File: config.mk
export PLATFORM = sky130hd
export DESIGN_NAME = sail_print_stream
export DESIGN_NICKNAME = d
export VERILOG_FILES = /design/src/rtl/sail_print_stream.sv
export SDC_FILE = /design/constraint.sdc
export NUM_CORES = 1
export LEC_CHECK = 0
export CORE_ASPECT_RATIO = 0.7
export CORE_UTILIZATION = 25
export CTS_BUF_LIST = sky130_fd_sc_hd__clkbuf_8
export CTS_CLUSTER_DIAMETER = 40
export CTS_CLUSTER_SIZE = 10
export DETAILED_ROUTE_END_ITERATION = 8
export SLEW_MARGIN = 5
export SYNTH_ARGS = -nofsm -noshare
export SYNTH_HDL_FRONTEND = slang
export SYNTH_SLANG_ARGS = --single-unit
File: constraint.sdc
create_clock -name clk -period 6.8 [get_ports clk]
set_clock_uncertainty 0.15 [all_clocks]
set_input_delay 1.36 -clock clk [delete_from_list [all_inputs] [get_ports clk]]
set_output_delay 1.36 -clock clk [all_outputs]
set_load 0.02 [all_outputs]
File: src/rtl/sail_print_stream.sv
// Purpose : multi-channel character-stream merger; per-channel byte FIFOs feed one byte output
//           with whole lines kept together (a channel holds the output until it emits 0x0A or idles out).
// Latency : a beat pushed into an empty FIFO with the output free shows its first byte one edge later.
// Backpr. : in_ready[c] drops unless a worst-case beat (BEATW+1 bytes) fits; the output register holds
//           stable while out_valid && !out_ready.
// Ports   : in_valid/in_ready/in_data/in_len/in_endline are per-channel beat inputs (slice c = channel c);
//           out_valid/out_ready/out_data/out_chan/out_eol are the byte output; timeout_count counts lock
//           releases caused by an idle held channel.
module sail_print_stream #(
    parameter int NCHAN   = 2,
    parameter int BEATW   = 4,
    parameter int DEPTH   = 16,
    parameter int TIMEOUT = 64,
    localparam int LW = $clog2(BEATW + 1),
    localparam int CW = (NCHAN > 1) ? $clog2(NCHAN) : 1
) (
    input  logic                     clk,
    input  logic                     rst_n,
    input  logic [NCHAN-1:0]         in_valid,
    output logic [NCHAN-1:0]         in_ready,
    input  logic [NCHAN*BEATW*8-1:0] in_data,
    input  logic [NCHAN*LW-1:0]      in_len,
    input  logic [NCHAN-1:0]         in_endline,
    output logic                     out_valid,
    input  logic                     out_ready,
    output logic [7:0]               out_data,
    output logic [CW-1:0]            out_chan,
    output logic                     out_eol,
    output logic [15:0]              timeout_count
);

    localparam int PW = (DEPTH > 1) ? $clog2(DEPTH) : 1;
    localparam int NW = $clog2(DEPTH + 1);
    localparam int TW = $clog2(TIMEOUT + 1);

    typedef enum logic {IDLE, HELD} state_t;

    logic [7:0]    mem_q [NCHAN][DEPTH];
    logic [PW-1:0] wr_q  [NCHAN];
    logic [PW-1:0] rd_q  [NCHAN];
    logic [NW-1:0] cnt_q [NCHAN];
    logic [NW-1:0] cnt_d [NCHAN];

    state_t        state_q;
    logic [CW-1:0] held_q;
    logic [CW-1:0] rr_q;
    logic [TW-1:0] idle_q;
    logic [15:0]   tmo_q;
    logic          out_valid_q;
    logic [7:0]    out_data_q;
    logic [CW-1:0] out_chan_q;
    logic          out_eol_q;

    logic [NCHAN-1:0] rdy;
    logic [NCHAN-1:0] acc;
    logic [NW-1:0]    nbyte [NCHAN];
    logic [NW-1:0]    npush [NCHAN];

    logic          load;
    logic          pop;
    logic          sel_ok;
    logic [CW-1:0] sel_ch;
    logic [7:0]    sel_byte;
    int            ch_i;

    assign in_ready      = rdy;
    assign out_valid     = out_valid_q;
    assign out_data      = out_data_q;
    assign out_chan      = out_chan_q;
    assign out_eol       = out_eol_q;
    assign timeout_count = tmo_q;

    // Ready is judged on occupancy before this cycle's pop, so a full beat always fits.
    always_comb begin
        rdy = '0;
        acc = '0;
        for (int c = 0; c < NCHAN; c++) begin
            rdy[c] = (DEPTH - int'(cnt_q[c])) >= (BEATW + 1);
            acc[c] = in_valid[c] && rdy[c];
            if (int'(in_len[c*LW +: LW]) > BEATW) nbyte[c] = NW'(BEATW);
            else                                  nbyte[c] = NW'(in_len[c*LW +: LW]);
            npush[c] = acc[c] ? (nbyte[c] + NW'(in_endline[c])) : '0;
        end
    end

    // Channel selection: a held channel is the only candidate; otherwise round-robin
    // starting after the last granted channel (loop runs backwards so the nearest wins).
    always_comb begin
        load   = !out_valid_q || out_ready;
        sel_ok = 1'b0;
        sel_ch = held_q;
        ch_i   = 0;
        if (state_q == HELD) begin
            sel_ok = (cnt_q[held_q] != '0);
        end else begin
            for (int k = NCHAN; k >= 1; k--) begin
                ch_i = (int'(rr_q) + k) % NCHAN;
                if (cnt_q[ch_i] != '0) begin
                    sel_ok = 1'b1;
                    sel_ch = CW'(ch_i);
                end
            end
        end
        pop      = load && sel_ok;
        sel_byte = mem_q[sel_ch][rd_q[sel_ch]];
    end

    always_comb begin
        for (int c = 0; c < NCHAN; c++) begin
            cnt_d[c] = cnt_q[c] + npush[c] - NW'(pop && (sel_ch == CW'(c)));
        end
    end

    // Byte storage needs no reset: the pointers and counts define what is valid.
    always_ff @(posedge clk) begin
        for (int c = 0; c < NCHAN; c++) begin
            for (int i = 0; i < BEATW; i++) begin
                if (acc[c] && (i < int'(nbyte[c])))
                    mem_q[c][PW'((int'(wr_q[c]) + i) % DEPTH)] <= in_data[(c*BEATW+i)*8 +: 8];
            end
            if (acc[c] && in_endline[c])
                mem_q[c][PW'((int'(wr_q[c]) + int'(nbyte[c])) % DEPTH)] <= 8'h0A;
        end
    end

    always_ff @(posedge clk or negedge rst_n) begin
        if (!rst_n) begin
            for (int c = 0; c < NCHAN; c++) begin
                wr_q[c]  <= '0;
                rd_q[c]  <= '0;
                cnt_q[c] <= '0;
            end
        end else begin
            for (int c = 0; c < NCHAN; c++) begin
                if (acc[c])
                    wr_q[c] <= PW'((int'(wr_q[c]) + int'(npush[c])) % DEPTH);
                if (pop && (sel_ch == CW'(c)))
                    rd_q[c] <= PW'((int'(rd_q[c]) + 1) % DEPTH);
                cnt_q[c] <= cnt_d[c];
            end
        end
    end

    always_ff @(posedge clk or negedge rst_n) begin
        if (!rst_n) begin
            state_q     <= IDLE;
            held_q      <= '0;
            rr_q        <= CW'(NCHAN - 1);
            idle_q      <= '0;
            tmo_q       <= '0;
            out_valid_q <= 1'b0;
            out_data_q  <= 8'h00;
            out_chan_q  <= '0;
            out_eol_q   <= 1'b0;
        end else begin
            if (load) begin
                out_valid_q <= pop;
                if (pop) begin
                    out_data_q <= sel_byte;
                    out_chan_q <= sel_ch;
                    out_eol_q  <= (sel_byte == 8'h0A);
                end
            end
            if (pop) begin
                rr_q    <= sel_ch;
                held_q  <= sel_ch;
                idle_q  <= '0;
                state_q <= (sel_byte == 8'h0A) ? IDLE : HELD;
            end else if ((state_q == HELD) && load && (cnt_q[held_q] == '0)) begin
                // Held channel is starving the output: release the lock after TIMEOUT such cycles.
                if (idle_q == TW'(TIMEOUT - 1)) begin
                    state_q <= IDLE;
                    idle_q  <= '0;
                    if (tmo_q != 16'hFFFF) tmo_q <= tmo_q + 16'd1;
                end else begin
                    idle_q <= idle_q + TW'(1);
                end
            end
        end
    end

endmodule

Word level (Yosys, flattened, before mapping) --
Memories as Yosys holds them, arrays and structs flattened. Index checks and enable logic that the tools add are counted. W data, S select, Z words.
Storage, ports and cells: bits in registers 63, bits in writable memories 256, input bits 77, output and inout bits 29, logic and storage cells 2257, memories 1
Operators by class: add/subtract/negate cells 24, $lt $le $gt $ge 37, equal/unequal tests 3, multiplexer cells 1096, bitwise gates (word level) 1043, reduce and logical (&&, ||, !) cells 38
Memories:
- mem_q | depth 2, bits a word 128, rd ports 1, clocked after Yosys merged registers in 0, write ports 2, RTL line 38 | logic [7:0] mem_q [NCHAN][DEPTH];
Operator list (count):
- $mux W128 | 10
- $mux W1 | 1044
- $or A1 B1 Y1 | 1024
- $demux W8 S4 | 10
- $mux W8 | 12
- $ge A32 B2 Y1 const B | 2
- $not A32 Y32 | 2
- $mux W5 | 11
- $ge A4 B5 Y1 const B | 10
- $lt A4 B1 Y1 const B | 10
- $not A4 Y4 | 10
- $bmux W8 S4 | 1
- $logic_and A1 B1 Y1 | 27
- $mux W7 | 3
- $add A16 B1 Y16 const B | 1
- $add A4 B1 Y4 const B | 4
- $add A4 B2 Y4 const B | 4
- $ne A16 B16 Y1 const B | 1
- $reduce_bool A5 Y1 | 3
- $ge A6 B4 Y1 const B | 2
- $lt A1 B3 Y1 const A | 4
- $lt A2 B3 Y1 const A | 4
- $mux W4 | 3
- $sub A5 B5 Y6 const A | 2
- 23 further kinds | 37

Depth between registers and ports, before layout --
Gate-level depths: netlist of run 1.
depth in word-level cells 21, gate-level depth with buffers 15, mapped depth without buffers 15

Least setup slack after synthesis of run 1 --
No wires, ideal clock.
path type input -> register, from input in_len[4], to memory mem_q[1][112] (netlist bit) (enable), arrival time 4024 ps, data required time 6293 ps, setup slack 2269 ps, stages 11, buffers on the path 2, cell sequence nor2b_1 > ha_1 > a21o_1 > a21oi_1 > xnor2_1 > nor3_1 > and3b_1 > clkbuf_1 > nor3_1 > clkbuf_1 > o21ai_0
RTL lines:
- from (decl) | RTL line 22 | input logic [NCHAN*LW-1:0] in_len,
- to (decl) | RTL line 38

==> flow_summary.json, run 1 <==
{
  "drive_gt1_frac": 0.127,
  "wl_per_cell_um": 19.6,
  "cts_setup_buffers": 0,
  "routed_wl_mm": 56.4,
  "slew_headroom": 0.152,
  "clkLatencyLatePin_ns": 0.65,
  "synth_edf_count": 256,
  "finalInstanceArea_um2": 22400,
  "core_um2": 75800,
  "path_buf_inv": 1,
  "yosys_register_bits": 319,
  "ir_drop_v": 0.000157,
  "cp_top_family": "simple AND/OR/NAND/NOR gates",
  "drtPass1Iterations": 5,
  "avgSynthCellArea_um2": 10.9,
  "grtUsageTotal": 0.141,
  "fmax_mhz": 203,
  "synthDistinctLibCells": 80,
  "vias_per_cell": 4.87,
  "grt_busiest_layer": "met1",
  "hold_path_class": "reg -> reg",
  "ant_nets": 0,
  "ys_warn_count": 0,
  "cap_violations": 0,
  "gp_congestion": 0.996,
  "grt_pass1_vias": 13700,
  "start_kind": "input port",
  "grt_pass1_wl_mm": 85.1,
  "cts_root_buffer": "clkbuf_8",
  "num_vias": 14000,
  "min_path_cells": 2,
  "placementRows": 84,
  "io_buffers": 105,
  "path_class": "in -> reg",
  "die-area_um2": 78500,
  "drtIter0Drc": 1380,
  "drc": 0,
  "cp_slowest_cell": "nor4_2",
  "layout.nets": 1929,
  "globalRouteMet3Util": 0.0328,
  "cts_tree": "yes",
  "slew_violations": 0,
  "rr_worst_depth": 8,
  "synth.largest_area_cell": "edfxtp_1",
  "worst-path-max-fanout": 10,
  "async_reset_ff_frac": 0.197,
  "hpwlAfterDp_mm": 42.3,
  "finalSetupViolations": 0,
  "synth_top_area_share": 0.397,
  "placed_area_um2": 21200,
  "synth_cells": 1776,
  "dieWidth_um": 334,
  "cts.repair.resized": 0,
  "ys_top_cells_by_count": "edfxtp_1, clkbuf_1, nor2_1, mux2i_1, nand2_1",
  "antenna_found_initial": 7,
  "tns_ns": 0,
  "syn_area_um2": 19300,
  "area_growth_pct": 15.6,
  "grt_overflow_total": 0,
  "die_height_um": 235,
  "grtUsageMet1": 0.213,
  "clk_pin_slew_ns": 0.06,
  "period_needed_ns": 4.92,
  "htree_levels": 2,
  "hold_end": "out_data[4]",
  "period_share": 0.724,
  "synth_ff_type": "edfxtp_1",
  "grt_max_degree": 64,
  "crit_chain": "clkdlybuf4s50_1 > nor2b_1 > ha_1 > a21o_1 > a21oi_1 > xnor2_1 > nor3b_2 > and3b_1 > nor4_2 > o21ai_0",
  "regToRegEndpoint": "mem_q[1][80]",
  "fillers": 7692,
  "multi_input_area_um2": 9290,
  "ys_top_cells_by_area": "edfxtp_1, dfrtp_1, mux2i_1",
  "r2r_start": "wr_q[1]",
  "tightestPinTransition_ns": 1.26,
  "synth_most_common_cell": "edfxtp_1",
  "p_leak_nw": 8.46,
  "numCtsBuffers": 50,
  "worst_ep_arrival_time_ns": 4.96,
  "required_ns": 6.83,
  "start_util": 0.255,
  "ios": 106,
  "clk_path_buf_depth": 3,
  "status": "finished, final reports clean",
  "regArea_um2": 9270,
  "yosysSeqAreaShare": 0.479,
  "cp-end-kind": "register",
  "hold_start": "out_data[4]",
  "hold_viol_final": 0,
  "rsz0062_at_grt": "false",
  "cpPeakStageDelay_ns": 0.79,
  "cts_sinks": 319,
  "p_per_area_nw_per_um2": 331,
  "cts_hold_buf": 0,
  "use_met2": 0.201,
  "rrSetupSlack_ns": 2.07
}
==> flip-flops by register name (all words and copies together) (netlist names) <==
signal,flops
cnt_q,10
held_q,1
idle_q,7
mem_q,256
out_chan,1
out_data,8
out_eol,1
out_valid,1
rd_q,8
rr_q,1
state_q,1
timeout_count,16
wr_q,8
==> through the flow <==
| step | setup slack [ns] | cells | hold slack, ns | util | power, mW |
|---|---|---|---|---|---|
| 6_report | 1.88 | 2882 | 0.337 | 0.295 | 7.40 |
| 5_1_grt | 1.74 | 2880 | 0.355 | 0.295 | 7.79 |
| 4_1_cts | 2.01 | 2880 | 0.337 | 0.295 | 7.45 |
| 3_5_place_dp | 1.37 | 2786 | 0.323 | 0.280 | 5.64 |
| 3_3_place_gp | 1.53 | 2786 | 0.312 | 0.280 | 5.57 |
| 2_1_floorplan | 2.27 | 1904 | 0.317 | - | 4.76 |
==> cells by family after synthesis <==
logic type / after synthesis / share of synthesized area
buffers and inverters: 324 / 0.0662
muxes: 247 / 0.173
DFF: 319 / 0.479
and+or+nand+nor: 454 / 0.111
xor gates and xnor gates: 45 / 0.0204
adders and majority gates: 46 / 0.0321
AOI/OAI and AO/OA: 339 / 0.118
other: 2 / 0.000388
==> layer usage <==
| layer | vias up | part of all wire |
|---|---|---|
| li1 | 6350 | - |
| met3 | 82 | 0.087 |
| met4 | 12 | 0.017 |
| met5 | - | 0.0013 |
| met2 | 563 | 0.42 |
| met1 | 7040 | 0.48 |
==> power by group <==
part | leakage, nW | switching (mW) | total [mW] | internal, mW
clock network | 0.598 | 0.835 | 1.78 | 0.949
registers | 3.20 | 0.323 | 2.84 | 2.52
logic | 4.66 | 1.57 | 2.77 | 1.20
==> area by class of cell <==
class,count,share of cell area
Clock inverter,37,0.0145
Timing Repair Buffer,128,0.0546
Multi-Input combinational cell,1261,0.416
Tap cell,1032,0.0578
Antenna cell,2,0.000224
Clock buffer,57,0.0351
Inverter,46,0.00772
Sequential cell,319,0.415
==> how the worst max path moves through the flow <==
stage / slack, ns / endpoint / cells after the start / startpoint
2_1_floorplan: 2.27 / mem_q[1][112] / 11 / in_len[4]
3_3_place_gp: 1.53 / mem_q[1][66] / 10 / in_len[5]
3_5_place_dp: 1.37 / mem_q[1][80] / 10 / in_len[5]
4_1_cts: 2.01 / mem_q[1][84] / 10 / in_len[5]
5_1_grt: 1.74 / mem_q[1][82] / 10 / in_len[5]
6_report: 1.88 / mem_q[1][80] / 10 / in_len[5]
==> worst min-delay path, delay by kind of cell (launching register included) <==
family,cells,cell delay (ns)
AND/OR/NAND/NOR,2,0.10
flip-flops,1,0.35
==> cell usage in the layout (no fill, tap or decap), types with 8 or more instances in the layout <==
| master | synthesis | layout |
|---|---|---|
| edfxtp_1 | 256 | 256 |
| nor2_1 | 172 | 172 |
| mux2i_1 | 149 | 149 |
| nand2_1 | 133 | 133 |
| conb_1 | 2 | 130 |
| clkdlybuf4s50_1 | 0 | 104 |
| a21oi_1 | 92 | 92 |
| a211oi_1 | 66 | 66 |
| o21ai_0 | 65 | 65 |
| mux4_2 | 65 | 65 |
| dfrtp_1 | 62 | 60 |
| clkbuf_8 | 0 | 57 |
| inv_1 | 45 | 56 |
| ha_1 | 40 | 40 |
| mux2_2 | 28 | 28 |
| xnor2_1 | 24 | 24 |
| nand3_1 | 24 | 24 |
| a22o_1 | 24 | 24 |
| buf_4 | 3 | 24 |
| xor2_1 | 21 | 21 |
| nor3_1 | 18 | 18 |
| a211o_1 | 18 | 18 |
| o31ai_1 | 18 | 18 |
| and3_1 | 17 | 17 |
| nor2b_1 | 16 | 16 |
| and2_1 | 15 | 15 |
| a22oi_1 | 9 | 9 |
| or3_1 | 9 | 9 |
| a21o_1 | 8 | 8 |
Power figures use the tool's default switching activity.
==> run 2: changes to the inputs <==
==> constraint.sdc (replaced) <==
create_clock -name clk -period 4 [get_ports clk]
set_clock_uncertainty 0.15 [all_clocks]
set_input_delay 0.8 -clock clk [delete_from_list [all_inputs] [get_ports clk]]
set_output_delay 0.8 -clock clk [all_outputs]
set_load 0.02 [all_outputs]
==> run 2 against run 1 <==
  * Sequential share of layout area decreased by 1.3 points
  * Setup slack got worse by 1.5 ns
  * Clock power increased by 85%
  * Register-to-register slack got worse by 1.7 ns
  * Via count increased by 2.0%
  * First-iteration DRC count decreased by 8.8%
  * Critical endpoint is now cnt_q[4]
  * Worst hold slack got worse by 0.27 ns
  * Critical path depth increased by 6
  * Clock-buffer cell count decreased by 1
  * Wire length increased by 2.6%
  * Die area unchanged
==> flow_summary.json, run 2 (same netlist as run 1, synthesis figures left out) <==
{
  "start_kind": "register",
  "regToRegEndpoint": "cnt_q[4]",
  "routed_wl_mm": 57.9,
  "status": "finished, final reports clean",
  "p_leak_nw": 8.91,
  "drc": 0,
  "grt_overflow_total": 0,
  "period_share": 0.897,
  "fillers": 7662,
  "ant_nets": 0,
  "tightestPinTransition_ns": 0.826,
  "grt_pass1_wl_mm": 88.0,
  "most-common-layout-cells": "edfxtp_1, nor2_1, mux2i_1",
  "ios": 106,
  "drtIter0Drc": 1259,
  "rrSetupSlack_ns": 0.41,
  "clkLatencyLatePin_ns": 0.65,
  "antenna_found_initial": 4,
  "grt_pass1_vias": 14100,
  "slew_headroom": 0.448,
  "grt_max_degree": 54,
  "dp_slack_ns": 0.139,
  "worst_ep_arrival_time_ns": 3.97,
  "worst-path-max-fanout": 4,
  "ir_drop_v": 0.000201,
  "finalInstanceArea_um2": 23100,
  "start_util": 0.255,
  "pwr-share-comb": 0.380,
  "cts.repair.resized": 0,
  "die_height_um": 235,
  "p_switching_mw": 4.76,
  "hpwlAfterDp_mm": 43.1,
  "drtPass1Iterations": 5,
  "io_buffers": 105,
  "clk_pin_slew_ns": 0.07,
  "p_per_area_nw_per_um2": 564,
  "cts_tree": "yes",
  "clk_path_buf_depth": 3,
  "placementRows": 84,
  "htree_levels": 2,
  "placed_area_um2": 21900,
  "gp_congestion": 0.918,
  "slew_violations": 0,
  "grtUsageTotal": 0.146,
  "hold_viol_final": 0,
  "rsz0062_at_grt": "false",
  "rr_worst_depth": 16,
  "numCtsBuffers": 55,
  "drive_gt1_frac": 0.168,
  "path_class": "reg -> reg",
  "worst_slack_ns": 0.414,
  "switching_share": 0.366,
  "required_ns": 4.38,
  "internal_power_mw": 8.25,
  "core_um2": 75800,
  "cts_sinks": 319,
  "hold_path_class": "in -> async",
  "layout.nets": 2017,
  "r2r_start": "cnt_q[2]",
  "clock_power_share": 0.253,
  "period_needed_ns": 3.59,
  "whs_ns": 0.0665,
  "cap_violations": 0,
  "wl_per_cell_um": 19.5,
  "dieWidth_um": 334,
  "layout_commonest_cell": "edfxtp_1",
  "largest_register_ffs": 256,
  "fmax_mhz": 279,
  "tns_ns": 0,
  "crit_start": "cnt_q[2]",
  "finalSetupViolations": 0,
  "area_growth_pct": 19.3,
  "vias_per_cell": 4.82,
  "cts_hold_buf": 0,
  "cts_setup_buffers": 0,
  "seqPwrFrac": 0.366,
  "cts_root_buffer": "clkbuf_8",
  "die-area_um2": 78500,
  "cp-end-kind": "register",
  "num_vias": 14300
}
==> run 2: cell count changes in the layout (fill, tap and decap cells not counted) <==
cell | before | now
inv_4 | 0 | 1
clkinvlp_4 | 5 | 6
clkinv_2 | 7 | 4
inv_12 | 1 | 0
buf_4 | 24 | 107
inv_1 | 56 | 54
bufinv_16 | 4 | 6
clkinv_4 | 1 | 7
clkbuf_8 | 57 | 56
diode_2 | 2 | 1
inv_6 | 7 | 10
==> run 2: worst max-delay path by stage <==
stage	to	slack, ns	cells after the start
after floorplan	mem_q[1][112]	0.03	11
after global placement	mem_q[0][73]	0.06	12
after detailed placement	mem_q[0][75]	0.14	12
after CTS	cnt_q[4]	0.29	15
after global routing	cnt_q[4]	0.1	15
final	cnt_q[4]	0.41	16
==> run 2: metal layers <==
| metal | wire, um | up-vias | GRT usage |
|---|---|---|---|
| li1 | - | 6528 | - |
| met1 | 27300 | 7157 | 0.216 |
| met2 | 24800 | 539 | 0.217 |
| met3 | 4590 | 94 | 0.0281 |
| met4 | 1130 | 6 | 0.0368 |
| met5 | 41 | - | 0 |
==> run 2: critical path, cell delays in order, from the launching register on <==
cell     delay [ns]
dfrtp_1        0.41
nor4_2         0.07
buf_4          0.17
and2_1         0.19
mux2_2         0.30
a22oi_1        0.18
nand2_1        0.11
nor2_1         0.47
ha_1           0.33
inv_1          0.06
ha_1           0.16
inv_1          0.06
fa_1           0.41
inv_1          0.07
a21o_1         0.12
a21oi_1        0.08
xnor2_1        0.12
==> run 2: metrics by stage <==
stage,instances,utilization,power (mW)
5_1_grt,2970,0.305,13.7
6_report,2970,0.305,13.0
3_3_place_gp,2869,0.289,9.67
2_1_floorplan,1904,-,8.09
4_1_cts,2969,0.305,13.1
3_5_place_dp,2869,0.289,9.79
==> run 2: power by group through the flow <==
stage / combinational (mW) / sequential, mW / clock, mW
final: 4.95 / 4.77 / 3.29
after CTS: 4.97 / 4.78 / 3.38
after detailed placement: 4.95 / 4.85 / 0
after global routing: 5.40 / 4.84 / 3.50
after floorplan: 3.51 / 4.58 / 0
after global placement: 4.85 / 4.82 / 0
==> run 2: layout make-up <==
type                       instances  area [um2]  share of cell area
multi-input combinational       1261        9290               0.403
sequential                       319        9270               0.402
timing repair buffer             211        1840              0.0799
tap                             1032        1290              0.0560
clock buffer                      56         771              0.0334
clock inverter                    44         438              0.0190
inverter                          46         173             0.00748
antenna                            1        2.50            0.000108
